--- src/rtl/spi64_pkg.sv ---
// Shared types and constants for the 64-bit SPI transfer queue.
package spi64_pkg;

  localparam int unsigned SPI64_W                = 64;
  localparam int unsigned SPI64_DEPTH_DEF        = 4;
  localparam int unsigned SPI64_ACK_TIMEOUT_DEF  = 16;
  localparam int unsigned SPI64_DONE_TIMEOUT_DEF = 4096;

  typedef enum logic [1:0] {
    IDLE,
    LAUNCH,
    WAIT_ACK,
    WAIT_DONE
  } xfer_state_e;

  // Timer width able to hold the larger of the two timeout limits.
  function automatic int unsigned timer_bits(input int unsigned a, input int unsigned b);
    return $clog2(((a > b) ? a : b) + 1);
  endfunction

endpackage

--- src/rtl/spi64_xfer_queue_if.sv ---
// Handshake, wrapper and status signals of the SPI transfer queue.
interface spi64_xfer_queue_if #(
  parameter int unsigned DEPTH = 4
);
  import spi64_pkg::*;

  localparam int unsigned LW = $clog2(DEPTH) + 1;

  logic [SPI64_W-1:0] tx_data;
  logic               tx_valid;
  logic               tx_ready;
  logic [SPI64_W-1:0] rx_data;
  logic               rx_valid;
  logic               rx_ready;
  logic               spi_start;
  logic [SPI64_W-1:0] spi_out;
  logic [SPI64_W-1:0] spi_in;
  logic               spi_status;
  logic               busy;
  logic               err_timeout;
  logic [LW-1:0]      tx_level;
  logic [LW-1:0]      rx_level;

  // Environment side: producer, consumer and the SPI wrapper.
  modport master (
    output tx_data, tx_valid, rx_ready, spi_in, spi_status,
    input  tx_ready, rx_data, rx_valid, spi_start, spi_out,
           busy, err_timeout, tx_level, rx_level
  );

  modport slave (
    input  tx_data, tx_valid, rx_ready, spi_in, spi_status,
    output tx_ready, rx_data, rx_valid, spi_start, spi_out,
           busy, err_timeout, tx_level, rx_level
  );

endinterface

--- src/rtl/spi64_sync_fifo.sv ---
// First-word-fall-through synchronous FIFO with occupancy output.
module spi64_sync_fifo #(
  parameter int unsigned WIDTH = 64,
  parameter int unsigned DEPTH = 4
) (
  input  logic                     clk_i,
  input  logic                     rst_i,
  input  logic                     wr_en_i,
  input  logic [WIDTH-1:0]         wr_data_i,
  input  logic                     rd_en_i,
  output logic [WIDTH-1:0]         rd_data_o,
  output logic                     full_o,
  output logic                     empty_o,
  output logic [$clog2(DEPTH):0]   level_o
);

  localparam int unsigned AW = $clog2(DEPTH);
  localparam logic [AW:0] PTR_ONE = (AW+1)'(1);

  logic [WIDTH-1:0] mem_q [DEPTH];
  logic [AW:0]      wr_ptr_q, wr_ptr_d;
  logic [AW:0]      rd_ptr_q, rd_ptr_d;
  logic             do_wr, do_rd;

  // Extra pointer MSB distinguishes full from empty when the indices match.
  assign empty_o   = (wr_ptr_q == rd_ptr_q);
  assign full_o    = (wr_ptr_q[AW] != rd_ptr_q[AW]) &&
                     (wr_ptr_q[AW-1:0] == rd_ptr_q[AW-1:0]);
  assign level_o   = wr_ptr_q - rd_ptr_q;
  assign rd_data_o = mem_q[rd_ptr_q[AW-1:0]];

  assign do_rd = rd_en_i && !empty_o;
  assign do_wr = wr_en_i && (!full_o || do_rd);

  always_comb begin
    wr_ptr_d = wr_ptr_q;
    rd_ptr_d = rd_ptr_q;
    if (do_wr) wr_ptr_d = wr_ptr_q + PTR_ONE;
    if (do_rd) rd_ptr_d = rd_ptr_q + PTR_ONE;
  end

  always_ff @(posedge clk_i) begin
    if (rst_i) begin
      wr_ptr_q <= '0;
      rd_ptr_q <= '0;
    end else begin
      wr_ptr_q <= wr_ptr_d;
      rd_ptr_q <= rd_ptr_d;
    end
  end

  always_ff @(posedge clk_i) begin
    if (do_wr) mem_q[wr_ptr_q[AW-1:0]] <= wr_data_i;
  end

endmodule

--- src/rtl/spi64_xfer_queue.sv ---
// TX/RX word queues around the 64-bit SPI wrapper with credit-based launch and abort timers.
module spi64_xfer_queue
  import spi64_pkg::*;
#(
  parameter int unsigned DEPTH        = SPI64_DEPTH_DEF,
  parameter int unsigned ACK_TIMEOUT  = SPI64_ACK_TIMEOUT_DEF,
  parameter int unsigned DONE_TIMEOUT = SPI64_DONE_TIMEOUT_DEF
) (
  input  logic              clk,
  input  logic              reset,
  spi64_xfer_queue_if.slave bus
);

  localparam int unsigned LW = $clog2(DEPTH) + 1;
  localparam int unsigned TW = timer_bits(ACK_TIMEOUT, DONE_TIMEOUT);
  localparam logic [TW-1:0] ACK_LAST  = TW'(ACK_TIMEOUT - 1);
  localparam logic [TW-1:0] DONE_LAST = TW'(DONE_TIMEOUT - 1);

  xfer_state_e        state_q, state_d;
  logic [TW-1:0]      timer_q, timer_d, timer_inc;
  logic               in_flight_q, in_flight_d;
  logic               err_q, err_d;
  logic [SPI64_W-1:0] spi_out_q, spi_out_d;

  logic [SPI64_W-1:0] tx_head, rx_head;
  logic               tx_full, tx_empty, tx_push, tx_pop;
  logic               rx_full, rx_empty, rx_push, rx_wr;
  logic [LW-1:0]      tx_level, rx_level;
  logic               credit_ok, spi_start;

  // Ready also while full if the FSM pops this cycle, so push+pop at full keeps the level.
  assign tx_push = bus.tx_valid && (!tx_full || tx_pop);
  assign rx_wr   = rx_push && !rx_full;

  spi64_sync_fifo #(.WIDTH(SPI64_W), .DEPTH(DEPTH)) u_tx_fifo (
    .clk_i     (clk),
    .rst_i     (reset),
    .wr_en_i   (tx_push),
    .wr_data_i (bus.tx_data),
    .rd_en_i   (tx_pop),
    .rd_data_o (tx_head),
    .full_o    (tx_full),
    .empty_o   (tx_empty),
    .level_o   (tx_level)
  );

  spi64_sync_fifo #(.WIDTH(SPI64_W), .DEPTH(DEPTH)) u_rx_fifo (
    .clk_i     (clk),
    .rst_i     (reset),
    .wr_en_i   (rx_wr),
    .wr_data_i (bus.spi_in),
    .rd_en_i   (bus.rx_ready),
    .rd_data_o (rx_head),
    .full_o    (rx_full),
    .empty_o   (rx_empty),
    .level_o   (rx_level)
  );

  assign credit_ok = ((LW+1)'(rx_level) + (LW+1)'(in_flight_q)) < (LW+1)'(DEPTH);
  assign timer_inc = (timer_q == '1) ? timer_q : timer_q + TW'(1);

  always_comb begin
    state_d     = state_q;
    timer_d     = timer_q;
    in_flight_d = in_flight_q;
    err_d       = err_q;
    spi_out_d   = spi_out_q;
    tx_pop      = 1'b0;
    rx_push     = 1'b0;
    spi_start   = 1'b0;
    case (state_q)
      IDLE: begin
        if (!tx_empty && credit_ok) begin
          spi_out_d   = tx_head;
          tx_pop      = 1'b1;
          in_flight_d = 1'b1;
          state_d     = LAUNCH;
        end
      end
      LAUNCH: begin
        spi_start = 1'b1;
        timer_d   = '0;
        state_d   = WAIT_ACK;
      end
      WAIT_ACK: begin
        if (bus.spi_status) begin
          timer_d = '0;
          state_d = WAIT_DONE;
        end else if (timer_q >= ACK_LAST) begin
          err_d       = 1'b1;
          in_flight_d = 1'b0;
          state_d     = IDLE;
        end else begin
          timer_d = timer_inc;
        end
      end
      WAIT_DONE: begin
        if (!bus.spi_status) begin
          rx_push     = 1'b1;
          in_flight_d = 1'b0;
          state_d     = IDLE;
        end else if (timer_q >= DONE_LAST) begin
          err_d       = 1'b1;
          in_flight_d = 1'b0;
          state_d     = IDLE;
        end else begin
          timer_d = timer_inc;
        end
      end
      default: state_d = IDLE;
    endcase
  end

  always_ff @(posedge clk) begin
    if (reset) begin
      state_q     <= IDLE;
      timer_q     <= '0;
      in_flight_q <= 1'b0;
      err_q       <= 1'b0;
      spi_out_q   <= '0;
    end else begin
      state_q     <= state_d;
      timer_q     <= timer_d;
      in_flight_q <= in_flight_d;
      err_q       <= err_d;
      spi_out_q   <= spi_out_d;
    end
  end

  assign bus.tx_ready    = !tx_full || tx_pop;
  assign bus.rx_data     = rx_head;
  assign bus.rx_valid    = !rx_empty;
  assign bus.spi_start   = spi_start;
  assign bus.spi_out     = spi_out_q;
  assign bus.busy        = (state_q != IDLE) || !tx_empty;
  assign bus.err_timeout = err_q;
  assign bus.tx_level    = tx_level;
  assign bus.rx_level    = rx_level;

endmodule

--- src/flat_wrapper.sv ---
// flat-port wrapper written by rule: the top's interface ports become plain ports
module spi64_xfer_queue_flat import spi64_pkg::*;
#(
  parameter int unsigned DEPTH        = SPI64_DEPTH_DEF,
  parameter int unsigned ACK_TIMEOUT  = SPI64_ACK_TIMEOUT_DEF,
  parameter int unsigned DONE_TIMEOUT = SPI64_DONE_TIMEOUT_DEF
)
  (clk, reset, bus_tx_data, bus_tx_valid, bus_rx_ready, bus_spi_in, bus_spi_status, bus_tx_ready, bus_rx_data, bus_rx_valid, bus_spi_start, bus_spi_out, bus_busy, bus_err_timeout, bus_tx_level, bus_rx_level);
  spi64_xfer_queue_if #(.DEPTH(DEPTH)) bus_i ();
  input  logic clk;
  input  logic reset;
  input wire logic [$bits(bus_i.tx_data)-1:0] bus_tx_data;
  input wire logic [$bits(bus_i.tx_valid)-1:0] bus_tx_valid;
  input wire logic [$bits(bus_i.rx_ready)-1:0] bus_rx_ready;
  input wire logic [$bits(bus_i.spi_in)-1:0] bus_spi_in;
  input wire logic [$bits(bus_i.spi_status)-1:0] bus_spi_status;
  output wire logic [$bits(bus_i.tx_ready)-1:0] bus_tx_ready;
  output wire logic [$bits(bus_i.rx_data)-1:0] bus_rx_data;
  output wire logic [$bits(bus_i.rx_valid)-1:0] bus_rx_valid;
  output wire logic [$bits(bus_i.spi_start)-1:0] bus_spi_start;
  output wire logic [$bits(bus_i.spi_out)-1:0] bus_spi_out;
  output wire logic [$bits(bus_i.busy)-1:0] bus_busy;
  output wire logic [$bits(bus_i.err_timeout)-1:0] bus_err_timeout;
  output wire logic [$bits(bus_i.tx_level)-1:0] bus_tx_level;
  output wire logic [$bits(bus_i.rx_level)-1:0] bus_rx_level;
  assign bus_i.tx_data = bus_tx_data;
  assign bus_i.tx_valid = bus_tx_valid;
  assign bus_i.rx_ready = bus_rx_ready;
  assign bus_i.spi_in = bus_spi_in;
  assign bus_i.spi_status = bus_spi_status;
  assign bus_tx_ready = bus_i.tx_ready;
  assign bus_rx_data = bus_i.rx_data;
  assign bus_rx_valid = bus_i.rx_valid;
  assign bus_spi_start = bus_i.spi_start;
  assign bus_spi_out = bus_i.spi_out;
  assign bus_busy = bus_i.busy;
  assign bus_err_timeout = bus_i.err_timeout;
  assign bus_tx_level = bus_i.tx_level;
  assign bus_rx_level = bus_i.rx_level;
  spi64_xfer_queue #(.DEPTH(DEPTH), .ACK_TIMEOUT(ACK_TIMEOUT), .DONE_TIMEOUT(DONE_TIMEOUT)) u_core (.clk(clk), .reset(reset), .bus(bus_i));
endmodule
--- config.mk ---
export PLATFORM = sky130hd
export DESIGN_NAME = spi64_xfer_queue_flat
export DESIGN_NICKNAME = d
export VERILOG_FILES = /design/src/rtl/spi64_pkg.sv /design/src/rtl/spi64_xfer_queue_if.sv /design/src/rtl/spi64_sync_fifo.sv /design/src/rtl/spi64_xfer_queue.sv /design/src/flat_wrapper.sv
export SDC_FILE = /design/constraint.sdc
export NUM_CORES = 1
export LEC_CHECK = 0
export ABC_CLOCK_PERIOD_IN_PS = 13200
export CORE_ASPECT_RATIO = 1.75
export CORE_MARGIN = 1.5
export CORE_UTILIZATION = 40
export DETAILED_ROUTE_END_ITERATION = 12
export GPL_ROUTABILITY_DRIVEN = 0
export PLACE_DENSITY = 0.73
export SLEW_MARGIN = 10
export SYNTH_ARGS = -nofsm -noshare
export SYNTH_HDL_FRONTEND = slang
export SYNTH_SLANG_ARGS = --single-unit
--- constraint.sdc ---
create_clock -name clk -period 13.2 [get_ports clk]
set_input_delay 1.32 -clock clk [delete_from_list [all_inputs] [get_ports clk]]
set_output_delay 1.32 -clock clk [all_outputs]
set_load 0.01 [all_outputs]
# Yosys cells after proc, flatten, opt, wreduce, memory -nomap -nowiden
# Memories as Yosys holds them, arrays and structs flattened. A register that Yosys moved wholly into a read port is not among the register bits.
# Cells that the tools add are included.
# W data, S select, Z words.
[word_totals]
output_inout_bits = 139
input_bits = 133
ram_bits = 512
register_bits = 29
n_memories = 2
[mem_list]
columns = ["memory", "words", "width", "read_ports", "rd_ports_with_merged_regs", "wr", "line", "text"]
rows = [
  ["u_core.u_rx_fifo.mem_q", 4, 64, 1, 1, 1, "spi64_sync_fifo.sv:20", "logic [WIDTH-1:0] mem_q [DEPTH];"],
  ["u_core.u_tx_fifo.mem_q", 4, 64, 1, 1, 1, "spi64_sync_fifo.sv:20", ""],
]
[op_classes]
n_eq_ne = 19
n_mux = 34
n_reduce_logical = 27
order_cmp = 3
add_sub_neg = 8
[ops]
columns = ["operator", "count"]
rows = [
  ["$mux W13", 5],
  ["$pmux W13 S3", 1],
  ["$mux W1", 18],
  ["$mux W2", 7],
  ["$add A13 B1 Y13 const B", 1],
  ["$eq A13 B13 Y1 const B", 1],
  ["$ge A13 B12 Y1 const B", 1],
  ["$ge A13 B4 Y1 const B", 1],
  ["$add A3 B1 Y3 const B", 4],
  ["$reduce_and A5 Y1", 2],
  ["$logic_and A1 B1 Y1", 9],
  ["$pmux W2 S4", 1],
  ["$eq A3 B3 Y1", 2],
  ["$ne A2 B1 Y1 const B", 3],
  ["$ne A2 B2 Y1 const B", 3],
  ["$ne A3 B2 Y1 const B", 2],
  ["$reduce_bool A3 Y1", 2],
  ["$sub A3 B3 Y3", 2],
  ["$add A3 B1 Y4", 1],
  ["$eq A2 B2 Y1", 2],
  ["$eq A2 B2 Y1 const B", 2],
  ["$logic_not A1 Y1", 4],
  ["$logic_or A1 B1 Y1", 4],
  ["$lt A4 B3 Y1 const B", 1],
  ["10 further kinds", 12],
]

# Depth between registers and ports, before layout
# Gate-level depths: netlist of the first run.
[depth]
word_depth = 11
depth_mapped = 11

# Modules after synthesis
# Synthesis of the first run repeated with hierarchy kept, for this count alone.
[unflattened]
cells_unflattened = 1201
hier_area_um2 = 22776.8
[by_module_without_submodules]
columns = ["mod", "cells_per_inst", "area_per_inst_um2", "n_inst"]
rows = [
  ["spi64_sync_fifo", 389, 9710.6, 2],
  ["spi64_xfer_queue", 423, 3355.7, 1],
]

# Worst setup path after synthesis of the first run
# Ideal clock, no wire load.
[synth_path]
path_kind = "register -> register"
startpoint = "register u_core.u_tx_fifo.rd_ptr_q[1]"
endpoint = "memory u_core.u_tx_fifo.mem_q[3][0], enable pin"
t_required_ns = 12.770
n_path_buf = 2
stages_incl_launch_ff = 9
arrival_time_ns = 3.818
slack_ns = 8.952
cell_sequence = "dfxtp_1 clkbuf_1 clkbuf_1 inv_1 ha_1 and2_1 a2111oi_4 o31a_2 and2_1"
[synth_between]
elab_chain_len = 10
word_cells_on_any_way = 15
classes_between = "eq/ne: 2; mux: 4; reduce/logical: 9"
[synth_lines]
columns = ["element", "line", "text"]
rows = [
  ["start, declared", "spi64_sync_fifo.sv:22", "logic [AW:0] rd_ptr_q, rd_ptr_d;"],
  ["start signal, assigned", "spi64_sync_fifo.sv:48", "rd_ptr_q <= rd_ptr_d;"],
  ["$eq A3 B3 Y1", "spi64_sync_fifo.sv:26", "assign empty_o = (wr_ptr_q == rd_ptr_q);"],
  ["$logic_not A1 Y1", "spi64_sync_fifo.sv:32, spi64_xfer_queue.sv:73", ""],
  ["$logic_and A1 B1 Y1", "spi64_xfer_queue.sv:73", "if (!tx_empty && credit_ok) begin"],
  ["$mux W1", "spi64_xfer_queue.sv:73", ""],
  ["$mux W1", "spi64_xfer_queue.sv:71", "case (state_q)"],
  ["$logic_or A1 B1 Y1 or $logic_and A1 B1 Y1 (tied branches)", "spi64_xfer_queue.sv:32, spi64_sync_fifo.sv:32", ""],
  ["$logic_and A1 B1 Y1 or $logic_or A1 B1 Y1 (tied branches)", "spi64_xfer_queue.sv:32, spi64_sync_fifo.sv:33", ""],
  ["$logic_and A1 B1 Y1 (*)", "spi64_sync_fifo.sv:33", "assign do_wr = wr_en_i && (!full_o || do_rd);"],
  ["$mux W1 (*)", "spi64_sync_fifo.sv:53", "if (do_wr) mem_q[wr_ptr_q[AW-1:0]] <= wr_data_i;"],
  ["$mux W1 (not written as such) (*)", "spi64_sync_fifo.sv:53", ""],
  ["end, declared", "spi64_sync_fifo.sv:20", ""],
]
# Mark *: on every way between the ends. The rest lies on a longest branch, timed or not.

# Final worst setup path of the first run
[layout_path]
startpoint = "register u_core.u_tx_fifo.rd_ptr_q[1]"
endpoint = "output bus_tx_ready"
[layout_between]
elab_chain_len = 6
word_cells_on_any_way = 9
classes_between = "eq/ne: 2; mux: 2; reduce/logical: 5"
[layout_lines]
columns = ["element", "line", "text"]
rows = [
  ["$eq A3 B3 Y1", "spi64_sync_fifo.sv:26", ""],
  ["$logic_not A1 Y1", "spi64_xfer_queue.sv:73", ""],
  ["$logic_and A1 B1 Y1", "spi64_xfer_queue.sv:73", ""],
  ["$mux W1", "spi64_xfer_queue.sv:73", ""],
  ["$mux W1", "spi64_xfer_queue.sv:71", ""],
  ["$logic_or A1 B1 Y1 (*)", "spi64_xfer_queue.sv:130", "assign bus.tx_ready = !tx_full || tx_pop;"],
  ["end, declared", "flat_wrapper.sv:17", "output wire logic [$bits(bus_i.tx_ready)-1:0] bus_tx_ready;"],
]
# Marked as above.

==> impl_metrics.toml, run 1 <==
[status]
status = "complete, no violations"

[layout]
final_area_um2 = 27700
fin_util = 0.499
diodes = 0
synthToLayoutAreaGrowth_pct = 23.0
drive_gt1_frac = 0.166
layout.cells.non_filler = 2188
nets = 1596

[critical_path]
cp_cell_sequence = "inv_1 > ha_1 > and2_1 > a2111oi_4 > buf_4 > or3_1 > clkdlybuf4s50_1"
startpoint = "u_core.u_tx_fifo.rd_ptr_q[1]"
cp_max_fo = 70
cp_data_arrival_time_ns = 4.04
worstSetupPathType = "register to output pin"
end_kind = "output pin"
start_kind = "register"
slowest_delay_ns = 1.01
cp_slowest_cell = "dfxtp_4"
rrSetupSlack_ns = 8.94
cp.required_ns = 11.88
timing.rr.start = "u_core.u_tx_fifo.rd_ptr_q[1]"

[drt]
wl_per_cell_um = 21.1
drc = 0
vias_per_cell = 5.26
totalWireLength_um = 46100
drtAntennaViolNets = 0
drt_iter0_markers = 681
drtPass1Iterations = 5
num_vias = 11503

[clock_tree]
cts_max_level = 2
clockRootBuffer = "clkbuf_16"
hold_buffers = 0
clk_path_buf_depth = 3
post_cts_buffers = 0
clock_sinks = 607
ctsResizeCount = 0
cts_buffers = 54
cts.clk_slew.worst_paths_ns = 0.06
cts_tree = "yes"
clkLatencyLatePin_ns = 0.59

[logic_synthesis]
syn_inst = 1172
synthTopCellsByArea = "edfxtp_1 68%, mux4_2 13%, dfxtp_1 8.4%"
ys_seq_area_frac = 0.767
synth-simple-area-share = 0.0440
synth_top_area_frac = 0.682
syn_nets = 1322
synth_compound_area_frac = 0.0319
synthAdderAreaFrac = 0.0101
ys_ff_latch = 607
synth_ff_type = "edfxtp_1"
ys_warn_count = 0
synth_mux_area_frac = 0.128
synth.top_cells.by_count = "512 x edfxtp_1, 147 x nand2_1, 128 x mux4_2, 95 x dfxtp_1, 72 x a21oi_1"
synth_edf_count = 512
synthArstFlopShare = 0
syn-mean-instance-area_um2 = 19.2
synth_cell_types = 58
synth_most_common_cell = "edfxtp_1"
synth_area_um2 = 22500
yosys.area_share.xor_xnor = 0.00533
synth_top_family_by_area = "multiplexers"
synth_top_cell_by_area = "edfxtp_1"

[pwr]
vdd_drop_max_mv = 0.145
powerDensity_nw_per_um2 = 174
leakage_nw = 8.78

[sta]
worstMarginPinSlew_ns = 1.10
fmax_mhz = 186
max_slew_margin = 0.270
min_period_over_period = 0.406
finalSetupViolCount = 0
hold_violations = 0
finalMaxSlewViolations = 0
finalSetupTns_ns = 0
skew_ns = 0.0184
period_minus_slack_ns = 5.36
rsz0062_at_grt = "false"

[die]
boundaryPins = 272
rows = 114
die_w_um = 182
core_um2 = 55500
die_y_um = 317
dieArea_um2 = 57800
initial_core_util = 0.406

[global_routing]
track_usage = 0.161
grt_pass1_wl_um = 70700
grt_max_degree = 91
grt_antenna_before_repair = 2
first_global_vias = 12335
globalRoute.totalOverflow = 0

[worst_hold_path]
holdCritStartpoint = "u_core.bus.spi_out[31]"
hp-class = "register to register"

[place]
place_inst = 2086
placed_area_um2 = 25900
port_buffers = 271
dp_hpwl_um = 28300

[run]
cap_violations = 0
==> routing by layer <==
metal,track usage,routed length [µm],vias up
li1,-,-,5170
met1,0.178,17100,5874
met2,0.310,25200,393
met3,0.0323,2850,62
met4,0.0455,945,4
met5,0,27,-
==> registers in the layout, summed over array words and instances (netlist names), 3 cells and up, named ones only <==
name,cells
u_core.u_rx_fifo.wr_ptr_q,3
u_core.u_tx_fifo.rd_ptr_q,3
u_core.u_tx_fifo.mem_q,256
u_core.u_tx_fifo.wr_ptr_q,3
u_core.timer_q,13
u_core.u_rx_fifo.rd_ptr_q,3
u_core.bus.spi_out,64
u_core.u_rx_fifo.mem_q,256
==> critical path, delay by kind of cell, from the launching register on <==
kind                     cells  cell delay (ns)
adder cells (fa/ha/maj)      1             0.32
AND/OR/NAND/NOR              2             0.42
buffers and inverters        3             1.32
AO/OA/AOI/OAI                1             0.34
flip-flops                   1             1.01
==> placed cells by master (no fill, tap or decap), types with 3 or more instances in the layout <==
cell             count
a211oi_1             3
xor2_1               4
and2_1               8
dfxtp_1             91
bufinv_16            3
o211ai_1             3
inv_6                4
mux4_2             128
and2_4               8
clkbuf_8             4
ha_1                15
a21oi_1             72
clkinvlp_4           5
clkinv_2             9
edfxtp_1           512
a31oi_1              7
nor2_1              19
o31ai_1              5
buf_4                5
clkinv_1             5
o21ai_0             10
clkdlybuf4s50_1    270
clkbuf_1            11
inv_1               13
nand3_1             11
xnor2_1              7
dfxtp_4              4
clkbuf_16           57
nand2_1            147
==> logic make-up (layout without fill, tap and decap cells) <==
kind of cell | after synthesis | count (layout)
muxes | 128 | 128
buffers and inverters | 70 | 390
AOI/OAI and AO/OA | 116 | 116
xor gates and xnor gates | 12 | 12
adders and majority gates | 17 | 17
DFF | 607 | 607
and+or+nand+nor | 222 | 222
==> power breakdown <==
part	internal (mW)	switching [mW]
logic	0.453	0.466
registers	2.23	0.101
clock network	0.879	0.689
==> per-stage QoR <==
stage	hold slack [ns]	setup slack (ns)	total power, mW
after floorplan	0.449	8.95	2.86
after global placement	0.444	8.30	3.29
after detailed placement	0.446	8.34	3.31
after global routing	0.474	7.53	5.02
after CTS	0.455	7.68	4.89
final	0.453	7.84	4.82
==> area by class of cell <==
cell class / count / area (µm²)
tap: 696 / 871
multi-input combinational: 495 / 4960
timing repair buffer: 275 / 2740
inverter: 13 / 48.8
sequential: 607 / 17300
clock inverter: 30 / 270
clock buffer: 72 / 1520
fill: 4444 / 27800
==> worst paths after layout <==
kind                                        end  cells after the start
setup reg to reg  u_core.u_tx_fifo.mem_q[2][50]                      7
hold / removal           u_core.bus.spi_out[31]                      2
setup / recovery                   bus_tx_ready                      7
hold reg to reg          u_core.bus.spi_out[31]                      2
Note: power is estimated with default switching activity, not from simulation.
==> run 2: changes to the inputs <==
--- a/config.mk
+++ b/config.mk
@@ -5,13 +5,13 @@
 export SDC_FILE = /design/constraint.sdc
 export NUM_CORES = 1
 export LEC_CHECK = 0
-export ABC_CLOCK_PERIOD_IN_PS = 13200
+export ABC_CLOCK_PERIOD_IN_PS = 4400
 export CORE_ASPECT_RATIO = 1.75
 export CORE_MARGIN = 1.5
 export CORE_UTILIZATION = 40
 export DETAILED_ROUTE_END_ITERATION = 12
 export GPL_ROUTABILITY_DRIVEN = 0
-export PLACE_DENSITY = 0.73
+export PLACE_DENSITY = 0.75
 export SLEW_MARGIN = 10
 export SYNTH_ARGS = -nofsm -noshare
 export SYNTH_HDL_FRONTEND = slang
==> constraint.sdc (replaced) <==
create_clock -name clk -period 4.4 [get_ports clk]
set_input_delay 0.44 -clock clk [delete_from_list [all_inputs] [get_ports clk]]
set_output_delay 0.44 -clock clk [all_outputs]
set_load 0.01 [all_outputs]
==> run 2 against run 1 <==
  * Die area is the same
  * Wire length grew 1.8%
  * Design area grew 0.60%
  * First-iteration DRC count grew 5.0%
  * Sequential share of layout area shrank 0.38 points
  * Register-to-register slack lost 7.8 ns
  * Hold slack lost 0.15 ns
  * Clock power grew to 3.1 times the previous value
  * Highest routed layer is now met4
==> impl_metrics.toml, run 2 (same netlist as run 1, synthesis figures left out) <==
[status]
status = "complete, no violations"

[global_routing]
grt_pass1_wl_um = 72900
first_global_vias = 12695
grt_max_degree = 68
grt_antenna_before_repair = 0
globalRoute.totalOverflow = 0
track_usage = 0.165

[drt]
drtAntennaViolNets = 0
totalWireLength_um = 46900
wl_per_cell_um = 21.4
drc = 0
drt_iter0_markers = 715
num_vias = 11585
drtPass1Iterations = 5
vias_per_cell = 5.28

[worst_hold_path]
hp-class = "input port to register"
worstHoldPathCells = 2
holdCritStartpoint = "reset"
min_to = "u_core.bus.err_timeout"

[layout]
synthToLayoutAreaGrowth_pct = 23.7
drive_gt1_frac = 0.168
fillers = 4444
diodes = 0
mostFrequentLayoutCell = "edfxtp_1"
layout_common_cells = "512 x edfxtp_1, 270 x clkdlybuf4s50_1, 147 x nand2_1"
final_area_um2 = 27900
nets = 1605

[sta]
max_slew_margin = 0.318
finalSetupViolCount = 0
whs_ns = 0.303
fmax_mhz = 268
finalMaxSlewViolations = 0
rsz0062_at_grt = "false"
hold_violations = 0
period_minus_slack_ns = 3.73
min_period_over_period = 0.849
finalSetupTns_ns = 0
worstMarginPinSlew_ns = 1.02
skew_ns = 0.0221

[clock_tree]
hold_buffers = 0
cts.clk_slew.worst_paths_ns = 0.06
cts_max_level = 2
cts_tree = "yes"
post_cts_buffers = 0
clock_sinks = 607
clockRootBuffer = "clkbuf_16"
clk_path_buf_depth = 3
ctsResizeCount = 0
cts_buffers = 54
clkLatencyLatePin_ns = 0.60

[critical_path]
r2r_cells = 8
timing.rr.start = "u_core.u_rx_fifo.wr_ptr_q[0]"
rrSetupSlack_ns = 1.16
start_kind = "register"
worstSetupPathType = "register to output pin"
end_kind = "output pin"
cp.required_ns = 3.96
regToRegEndpoint = "u_core.u_tx_fifo.mem_q[3][61]"
cp_data_arrival_time_ns = 3.29
cp_max_fo = 4
startpoint = "u_core.u_rx_fifo.wr_ptr_q[0]"

[die]
rows = 114
core_um2 = 55500
dieArea_um2 = 57800
die_y_um = 317
initial_core_util = 0.406
die_w_um = 182
boundaryPins = 272

[pwr]
powerDensity_nw_per_um2 = 526
leakage_nw = 8.86
vdd_drop_max_mv = 0.470
finalPower_mw = 14.7

[place]
dp_hpwl_um = 28700
port_buffers = 271
placed_area_um2 = 26100

[run]
cap_violations = 0
run 2: changes by cell type in the layout (fill, tap and decap cells not counted), moves of 2 or more:
| cell | previous run | this run |
|---|---|---|
| clkbuf_16 | 57 | 54 |
| buf_4 | 5 | 8 |
| clkinv_4 | 2 | 0 |
| bufinv_16 | 3 | 8 |
| buf_12 | 0 | 6 |
| clkinvlp_4 | 5 | 2 |
run 2: worst max-delay path by stage:
stage / to / cells after the start
2_1_floorplan: u_core.u_tx_fifo.mem_q[3][0] / 8
3_3_place_gp: u_core.u_tx_fifo.mem_q[3][59] / 8
3_5_place_dp: u_core.u_tx_fifo.mem_q[3][59] / 8
4_1_cts: bus_tx_ready / 7
5_1_grt: bus_tx_ready / 7
6_report: bus_tx_ready / 7
run 2: power by group:
part / switching (mW) / leakage, nW / internal, mW
Sequential: 0.234 / 5.43 / 6.68
Combinational: 1.51 / 2.54 / 1.38
Clock: 2.05 / 0.891 / 2.80
Total: 3.80 / 8.86 / 10.9
run 2: critical path, cell delays in order, from the launching register on:
cell and delay (ns):
dfxtp_1 0.40, inv_1 0.10, ha_1 0.23, fa_1 0.47, nor3b_1 0.52, a2111oi_4 0.08
or3_1 0.35, clkdlybuf4s50_1 0.55
run 2: per-layer routing:
layer	GRT usage	up-vias	part of all wire
met1	0.191	5946	0.39
li1	-	5190	-
met4	0.0550	0	0.025
met3	0.0370	71	0.062
met2	0.302	378	0.53
met5	0	-	0
run 2: layout make-up:
type	count	area (µm²)	area share
clock buffers	68	1440	0.0518
clock inverters	30	377	0.0135
inverters	13	48.8	0.00175
multi-input cells	495	4960	0.178
flip-flops and latches	607	17300	0.620
well taps	696	871	0.0312
repair buffers	284	2880	0.103
run 2: through the flow:
| step | cells | utilization | setup slack, ns |
|---|---|---|---|
| floorplan | 1172 | - | 0.152 |
| global placement | 2095 | 0.470 | 1.24 |
| detailed placement | 2095 | 0.470 | 1.11 |
| CTS | 2193 | 0.502 | 0.604 |
| global route | 2193 | 0.502 | 0.477 |
| finish | 2193 | 0.502 | 0.666 |
